`src/rtl/bb_pkg.sv`:
```
// Shared brick-breaker definitions: game states, playfield and brick geometry,
// and the collision FSM state type.
package bb_pkg;

    localparam int SCREEN_W   = 160;
    localparam int SCREEN_H   = 120;
    localparam int PADDLE_Y   = 110;
    localparam int PADDLE_W   = 16;
    localparam int BRICK_Y0   = 16;
    localparam int BRICK_W    = 16;
    localparam int BRICK_H    = 8;
    localparam int BRICK_ROWS = 4;
    localparam int BRICK_COLS = 10;
    localparam int BRICK_N    = BRICK_ROWS * BRICK_COLS;

    localparam logic [2:0] ST_MAIN_MENU  = 3'd0;
    localparam logic [2:0] ST_LEVEL1     = 3'd1;
    localparam logic [2:0] ST_END_SCREEN = 3'd2;

    typedef enum logic [2:0] {
        C_IDLE,
        C_WALLS,
        C_LOOKUP,
        C_RESOLVE,
        C_REPORT
    } coll_state_t;

    function automatic logic [5:0] cell_index(input logic [1:0] row,
                                              input logic [3:0] col);
        return {1'b0, row, 3'b000} + {3'b000, row, 1'b0} + {2'b00, col};
    endfunction

endpackage

```
`src/rtl/brick_map.sv`:
```
// 40-cell brick store (row-major, 10 cells per row) with a live-brick counter.
// Reload wins over clear; cells outside the 4x10 field read as empty.
module brick_map
    import bb_pkg::*;
(
    input  logic       clock,
    input  logic       reset,
    input  logic [1:0] row,
    input  logic [3:0] col,
    input  logic       clear,
    input  logic       reload,
    output logic       hit,
    output logic [5:0] bricksLeft
);

    logic [BRICK_N-1:0] cells;
    logic [5:0]         idx;
    logic               inRange;

    assign idx     = cell_index(row, col);
    assign inRange = (col < 4'(BRICK_COLS));
    assign hit     = inRange && cells[idx];

    always_ff @(posedge clock) begin
        if (reset || reload) begin
            cells      <= '1;
            bricksLeft <= 6'(BRICK_N);
        end else if (clear && hit) begin
            cells[idx] <= 1'b0;
            bricksLeft <= bricksLeft - 6'd1;
        end
    end

endmodule

```
`src/rtl/collision_unit.sv`:
```
// Brick-breaker collision detector: walls, paddle and brick map, 4-cycle latency.
// Optional COLLIDE_SCORE_EN adds a saturating row-weighted score output.
module collision_unit
    import bb_pkg::*;
(
    input  logic        clock,
    input  logic        reset,
    input  logic [2:0]  state,
    input  logic        check,
    input  logic [7:0]  ballX,
    input  logic [7:0]  ballY,
    input  logic [7:0]  paddleX,
    output logic        cX,
    output logic        cY,
    output logic        cBrickX,
    output logic        cBrickY,
    output logic        ballLost,
    output logic        levelClear,
    output logic [5:0]  bricksLeft
`ifdef COLLIDE_SCORE_EN
    ,
    output logic [15:0] score
`endif
);

    coll_state_t cs, ns;

    logic [7:0] bx, by, px;
    logic       pX, pY, pLost, pBX, pBY;
    logic [1:0] rowq;
    logic [3:0] colq;
    logic       inField;
    logic       prevValid;
    logic [1:0] prevRow;
    logic [3:0] prevCol;

    logic       inLevel;
    logic       fieldY, fieldX;
    logic [1:0] rowc;
    logic [8:0] padHi;
    logic       padHit;
    logic       mapHit;
    logic       brickClr;
    logic       sameRow;
    logic       rep;

    assign inLevel = (state == ST_LEVEL1);

    always_ff @(posedge clock) begin
        if (reset) cs <= C_IDLE;
        else       cs <= ns;
    end

    always_comb begin
        ns = cs;
        unique case (cs)
            C_IDLE:    if (check && inLevel) ns = C_WALLS;
            C_WALLS:   ns = C_LOOKUP;
            C_LOOKUP:  ns = C_RESOLVE;
            C_RESOLVE: ns = C_REPORT;
            C_REPORT:  ns = C_IDLE;
            default:   ns = C_IDLE;
        endcase
        if (!inLevel) ns = C_IDLE;
    end

    assign fieldY = (by >= 8'(BRICK_Y0)) &&
                    (by <  8'(BRICK_Y0 + BRICK_ROWS * BRICK_H));
    assign fieldX = (bx <  8'(SCREEN_W));

    always_comb begin
        rowc = 2'd0;
        if (by >= 8'(BRICK_Y0 + 3 * BRICK_H))      rowc = 2'd3;
        else if (by >= 8'(BRICK_Y0 + 2 * BRICK_H)) rowc = 2'd2;
        else if (by >= 8'(BRICK_Y0 + BRICK_H))     rowc = 2'd1;
    end

    // 9-bit right edge so a paddle near the right wall does not wrap
    assign padHi  = {1'b0, px} + 9'(PADDLE_W - 1);
    assign padHit = (by == 8'(PADDLE_Y - 1)) && (bx >= px) &&
                    ({1'b0, bx} <= padHi);

    brick_map u_map (
        .clock      (clock),
        .reset      (reset),
        .row        (rowq),
        .col        (colq),
        .clear      (brickClr),
        .reload     (state == ST_MAIN_MENU),
        .hit        (mapHit),
        .bricksLeft (bricksLeft)
    );

    assign brickClr = (cs == C_RESOLVE) && inLevel && inField && mapHit;
    assign sameRow  = prevValid && (prevRow == rowq) && (prevCol != colq);

    always_ff @(posedge clock) begin
        if (reset) begin
            bx         <= '0;
            by         <= '0;
            px         <= '0;
            pX         <= 1'b0;
            pY         <= 1'b0;
            pLost      <= 1'b0;
            pBX        <= 1'b0;
            pBY        <= 1'b0;
            rowq       <= '0;
            colq       <= '0;
            inField    <= 1'b0;
            prevValid  <= 1'b0;
            prevRow    <= '0;
            prevCol    <= '0;
            levelClear <= 1'b0;
        end else begin
            if (cs == C_IDLE && check && inLevel) begin
                bx <= ballX;
                by <= ballY;
                px <= paddleX;
            end
            if (cs == C_WALLS) begin
                pX    <= (bx == 8'd0) || (bx >= 8'(SCREEN_W - 1));
                pY    <= (by == 8'd0);
                pLost <= (by >= 8'(SCREEN_H - 1));
            end
            if (cs == C_LOOKUP) begin
                if (padHit) pY <= 1'b1;
                rowq    <= rowc;
                colq    <= bx[7:4];
                inField <= fieldX && fieldY;
            end
            if (brickClr) begin
                if (sameRow) pBX <= 1'b1;
                else         pBY <= 1'b1;
            end
            // previous cell tracks every check; out-of-field checks invalidate it
            if (cs == C_RESOLVE && inLevel) begin
                prevValid <= inField;
                prevRow   <= rowq;
                prevCol   <= colq;
            end
            if (ns == C_IDLE) begin
                pX    <= 1'b0;
                pY    <= 1'b0;
                pLost <= 1'b0;
                pBX   <= 1'b0;
                pBY   <= 1'b0;
            end
            levelClear <= inLevel &&
                          ((bricksLeft == 6'd0) ||
                           (brickClr && bricksLeft == 6'd1));
        end
    end

    assign rep      = (cs == C_REPORT) && inLevel;
    assign cX       = rep && pX;
    assign cY       = rep && pY;
    assign cBrickX  = rep && pBX;
    assign cBrickY  = rep && pBY;
    assign ballLost = rep && pLost;

`ifdef COLLIDE_SCORE_EN
    logic [16:0] scoreSum;

    assign scoreSum = {1'b0, score} + 17'(3'd4 - {1'b0, rowq});

    always_ff @(posedge clock) begin
        if (reset || state == ST_MAIN_MENU) score <= '0;
        else if (brickClr) score <= scoreSum[16] ? 16'hFFFF : scoreSum[15:0];
    end
`endif

endmodule

```
`config.mk`:
```
export PLATFORM = sky130hd
export DESIGN_NAME = collision_unit
export DESIGN_NICKNAME = d
export VERILOG_FILES = /design/src/rtl/bb_pkg.sv /design/src/rtl/brick_map.sv /design/src/rtl/collision_unit.sv
export SDC_FILE = /design/constraint.sdc
export NUM_CORES = 1
export LEC_CHECK = 0
export CORE_MARGIN = 1.5
export CORE_UTILIZATION = 41
export DETAILED_ROUTE_END_ITERATION = 10
export PLACE_DENSITY_LB_ADDON = 0.3
export SLEW_MARGIN = 20
export SYNTH_ARGS = -nofsm -noshare
export SYNTH_HDL_FRONTEND = slang
export SYNTH_SLANG_ARGS = --single-unit
```
`constraint.sdc`:
```
create_clock -name clock -period 3.8 [get_ports clock]
set_clock_uncertainty 0.15 [all_clocks]
set_input_delay 0.38 -clock clock [delete_from_list [all_inputs] [get_ports clock]]
set_output_delay 0.38 -clock clock [all_outputs]
set_load 0.05 [all_outputs]
```
==> flow_summary.yaml <==
layout:
  diodes: 0
  flow.area_growth_from_synthesis_pct: 18.1
  finalCoreUtilization: 0.494
  proportion_of_layout_cells_with_a_drive_suffix_above_1: 0.0781
  finalNetCount: 675
  stdcell_area_um2: 5620
route:
  vias: 4126
  drt-wirelength-per-cell_um: 14.4
  route.detailed.drc: 0
  postRouteAntennaNets: 0
  wirelength_um: 11100
  viasPerCell: 5.36
  drtIter0Drc: 302
  detail_route.first_pass.iterations: 4
worst_hold_path:
  holdPathEnd: "u_map.cells[34]"
  min_path_type: "flip-flop to flip-flop"
  hold_path_startpoint: "u_map.cells[34]"
  instance_count_along_the_most_critical_hold_path: 2
grt:
  global_route_wire_length_before_repair_um: 19000
  first_global_vias: 3997
  grt_start_max_net_pins: 45
  global_route.usage.total: 0.187
  antenna_found_initial: 0
  overflow: 0
setup_path:
  critPathSlowestCell: "sky130_fd_sc_hd__a221oi_4"
  worst-r2r-setup-slack_ns: 0.24
  critPathLaunchType: "flip-flop"
  crit_path_max_fanout: 19
  r2r_end: "pBX"
  worst_r2r_path_depth: 12
  crit_path_kind: "flip-flop to flip-flop"
  critical_path_arrival_ns: 3.65
  cp_capture_type: "flip-flop"
  worstPathCellList: "ha_1, inv_1, fa_1, buf_4, or2_2, o22ai_1, o2bb2ai_1, o31ai_1, a221oi_4, buf_4, nor2_1, o21ba_2"
  cp_slowest_stage_delay_ns: 0.58
  timing.rr.start: "rowq[0]"
  cp_data_required_time_ns: 3.89
  cp_common_cell: "sky130_fd_sc_hd__buf_4"
flow_run:
  drv.max_cap_violation_count: 0
timing:
  timing_max_transition_violations_final: 0
  fmax_mhz: 281
  max_slew_margin: 0.359
  period_share: 0.937
  tightestPinTransition_ns: 0.960
  totalNegativeSetupSlack_ns: 0
  finalHoldViolCount: 0
  post-route-min-period_ns: 3.56
  report.final.setup_viol: 0
  rsz0062_at_grt: "false"
cts:
  root_buffer: "sky130_fd_sc_hd__clkbuf_16"
  cts.repair.resized: 0
  clock_tree.htree_level_count: 3
  cts-buffers-inserted: 9
  clock_insertion_delay_worst_skew_ns: 0.35
  cts_setup_buffers: 0
  postCtsHoldBufs: 0
  clock-sinks: 93
  tritoncts: "built"
  clock_path_buffers: 2
  clock_slew_at_reported_path_ffs_ns: 0.06
synth:
  synthesis.nets: 643
  post_synth_instance_area_um2: 4760
  synthesis.area_per_instance_um2: 8.06
  synth.ff_latch_count: 93
  synth-edff-count: 0
  ys_types: 53
  yosysWarnings: 0
  async_reset_ff_frac: 0
  syn-instance-count: 590
  synth_flop_cell: "sky130_fd_sc_hd__dfxtp_1"
  synth_seq_area_share: 0.391
placed_design:
  routabilityCongestion: 0.822
  place.port_buffers: 41
  hpwlAfterDp_um: 7930
  dpl-instance-area_um2: 5320
die:
  die_height_um: 111
  die-area_um2: 12300
  placementRows: 39
  initial_utilization: 0.418
  ioPinCount: 42
  die_width_um: 111
  design.core.area_um2: 11400
power_and_ir_drop:
  leakagePower_uw: 0.00190
  worst_ir_drop_vdd_uv: 271
  powerDensity_nw_per_um2: 358
run_status:
  status: "finished, final reports clean"
## registers in the layout, indices dropped and copies added, names as in the netlist, 3 cells and up
name,count
px,8
cs,3
u_map.bricksLeft,6
prevCol,4
by,8
u_map.cells,40
bx,8
colq,4
## cell usage after synthesis, types with 3 or more instances
cell type	n	area, µm²
sky130_fd_sc_hd__nand2_1	106	398
sky130_fd_sc_hd__dfxtp_1	93	1860
sky130_fd_sc_hd__o21ai_0	50	250
sky130_fd_sc_hd__a21oi_1	42	210
sky130_fd_sc_hd__nand3_1	39	195
sky130_fd_sc_hd__nor2_1	35	131
sky130_fd_sc_hd__clkbuf_1	27	101
sky130_fd_sc_hd__ha_1	22	275
sky130_fd_sc_hd__inv_1	21	78.8
sky130_fd_sc_hd__mux2i_1	16	160
sky130_fd_sc_hd__xnor2_1	15	131
sky130_fd_sc_hd__nor3_1	13	65.1
sky130_fd_sc_hd__and2_1	7	43.8
sky130_fd_sc_hd__nand4_1	7	43.8
sky130_fd_sc_hd__nor2b_1	7	43.8
sky130_fd_sc_hd__nor3b_1	7	52.6
sky130_fd_sc_hd__a31oi_1	6	37.5
sky130_fd_sc_hd__and3_1	5	31.3
sky130_fd_sc_hd__buf_2	5	25.0
sky130_fd_sc_hd__mux4_2	4	90.1
sky130_fd_sc_hd__nand2b_1	4	25.0
sky130_fd_sc_hd__nor4_1	4	25.0
sky130_fd_sc_hd__or3_1	4	25.0
sky130_fd_sc_hd__a211oi_1	3	22.5
sky130_fd_sc_hd__a21o_1	3	22.5
sky130_fd_sc_hd__nor4_2	3	37.5
sky130_fd_sc_hd__o21a_1	3	22.5
sky130_fd_sc_hd__o22ai_1	3	18.8
sky130_fd_sc_hd__o2bb2ai_1	3	26.3
sky130_fd_sc_hd__o31ai_1	3	22.5
sky130_fd_sc_hd__or2_2	3	18.8
## layout by cell type (no fill, tap or decap), drive strengths merged, types with 5 or more instances in the layout
cell             n
a21oi           42
a31oi            6
and2             7
and3             5
buf             16
clkbuf          12
clkdlybuf4s50   41
dfxtp           93
ha              22
inv             22
mux2i           16
nand2          106
nand3           40
nand4            7
nor2            35
nor2b            7
nor3            13
nor3b            7
nor4             7
o21ai           50
xnor2           15
## per-stage QoR
stage               setup slack, ns  total power (µW)  cells  hold slack, ns
floorplan                     0.568              1060    590           0.281
global placement              0.347              1110    754           0.299
detailed placement            0.270              1110    754           0.306
CTS                           0.262              2030    770           0.317
global route                 0.0370              2080    770           0.332
finish                        0.240              2010    770           0.312
## power breakdown
group / switching, µW / internal (µW)
registers: 7.71 / 980
logic: 50.9 / 52.4
clock network: 386 / 533
total: 445 / 1570
## per-layer routing
layer  up-vias  global-route usage  wire length (µm)
met1      1912               0.243              5180
met5         -                   0                 0
met4         0              0.0590               138
li1       2116                   -                 -
met2        89               0.307              5290
met3         9              0.0476               478
## layout make-up
| type | count | area [µm²] |
|---|---|---|
| fill | 1113 | 5750 |
| multi-input combinational | 440 | 2670 |
| sequential | 93 | 1860 |
| timing repair buffer | 57 | 531 |
| clock buffer | 12 | 246 |
| tap | 143 | 179 |
| inverter | 21 | 78.8 |
| clock inverter | 4 | 56.3 |
## logic make-up (layout without fill, tap and decap cells)
logic type               count (synthesis)  count (layout)  synth area share
buffers and inverters                   57              94            0.0487
multiplexers                            21              21            0.0550
AO/OA/AOI/OAI                          127             127             0.157
adder cells (fa/ha/maj)                 24              24            0.0642
AND/OR/NAND/NOR                        252             252             0.255
flip-flops                              93              93             0.391
XOR/XNOR                                16              16            0.0295
## worst max path at each step
stage	from	to	depth (start not counted)
floorplan	rowq[1]	pBX	11
global placement	rowq[0]	pBX	12
detailed placement	rowq[0]	pBX	12
CTS	rowq[0]	pBX	12
global route	rowq[0]	pBX	12
finish	rowq[0]	pBX	12
## worst max-delay path: cells and delay by family, from the launching register on
| family | cells | cell delay, ns |
|---|---|---|
| AND/OR/NAND/NOR | 2 | 0.37 |
| buffers and inverters | 3 | 0.58 |
| AO/OA/AOI/OAI | 5 | 1.17 |
| adder cells (fa/ha/maj) | 2 | 0.77 |
| flip-flops | 1 | 0.42 |
Power figures use the tool's default switching activity.
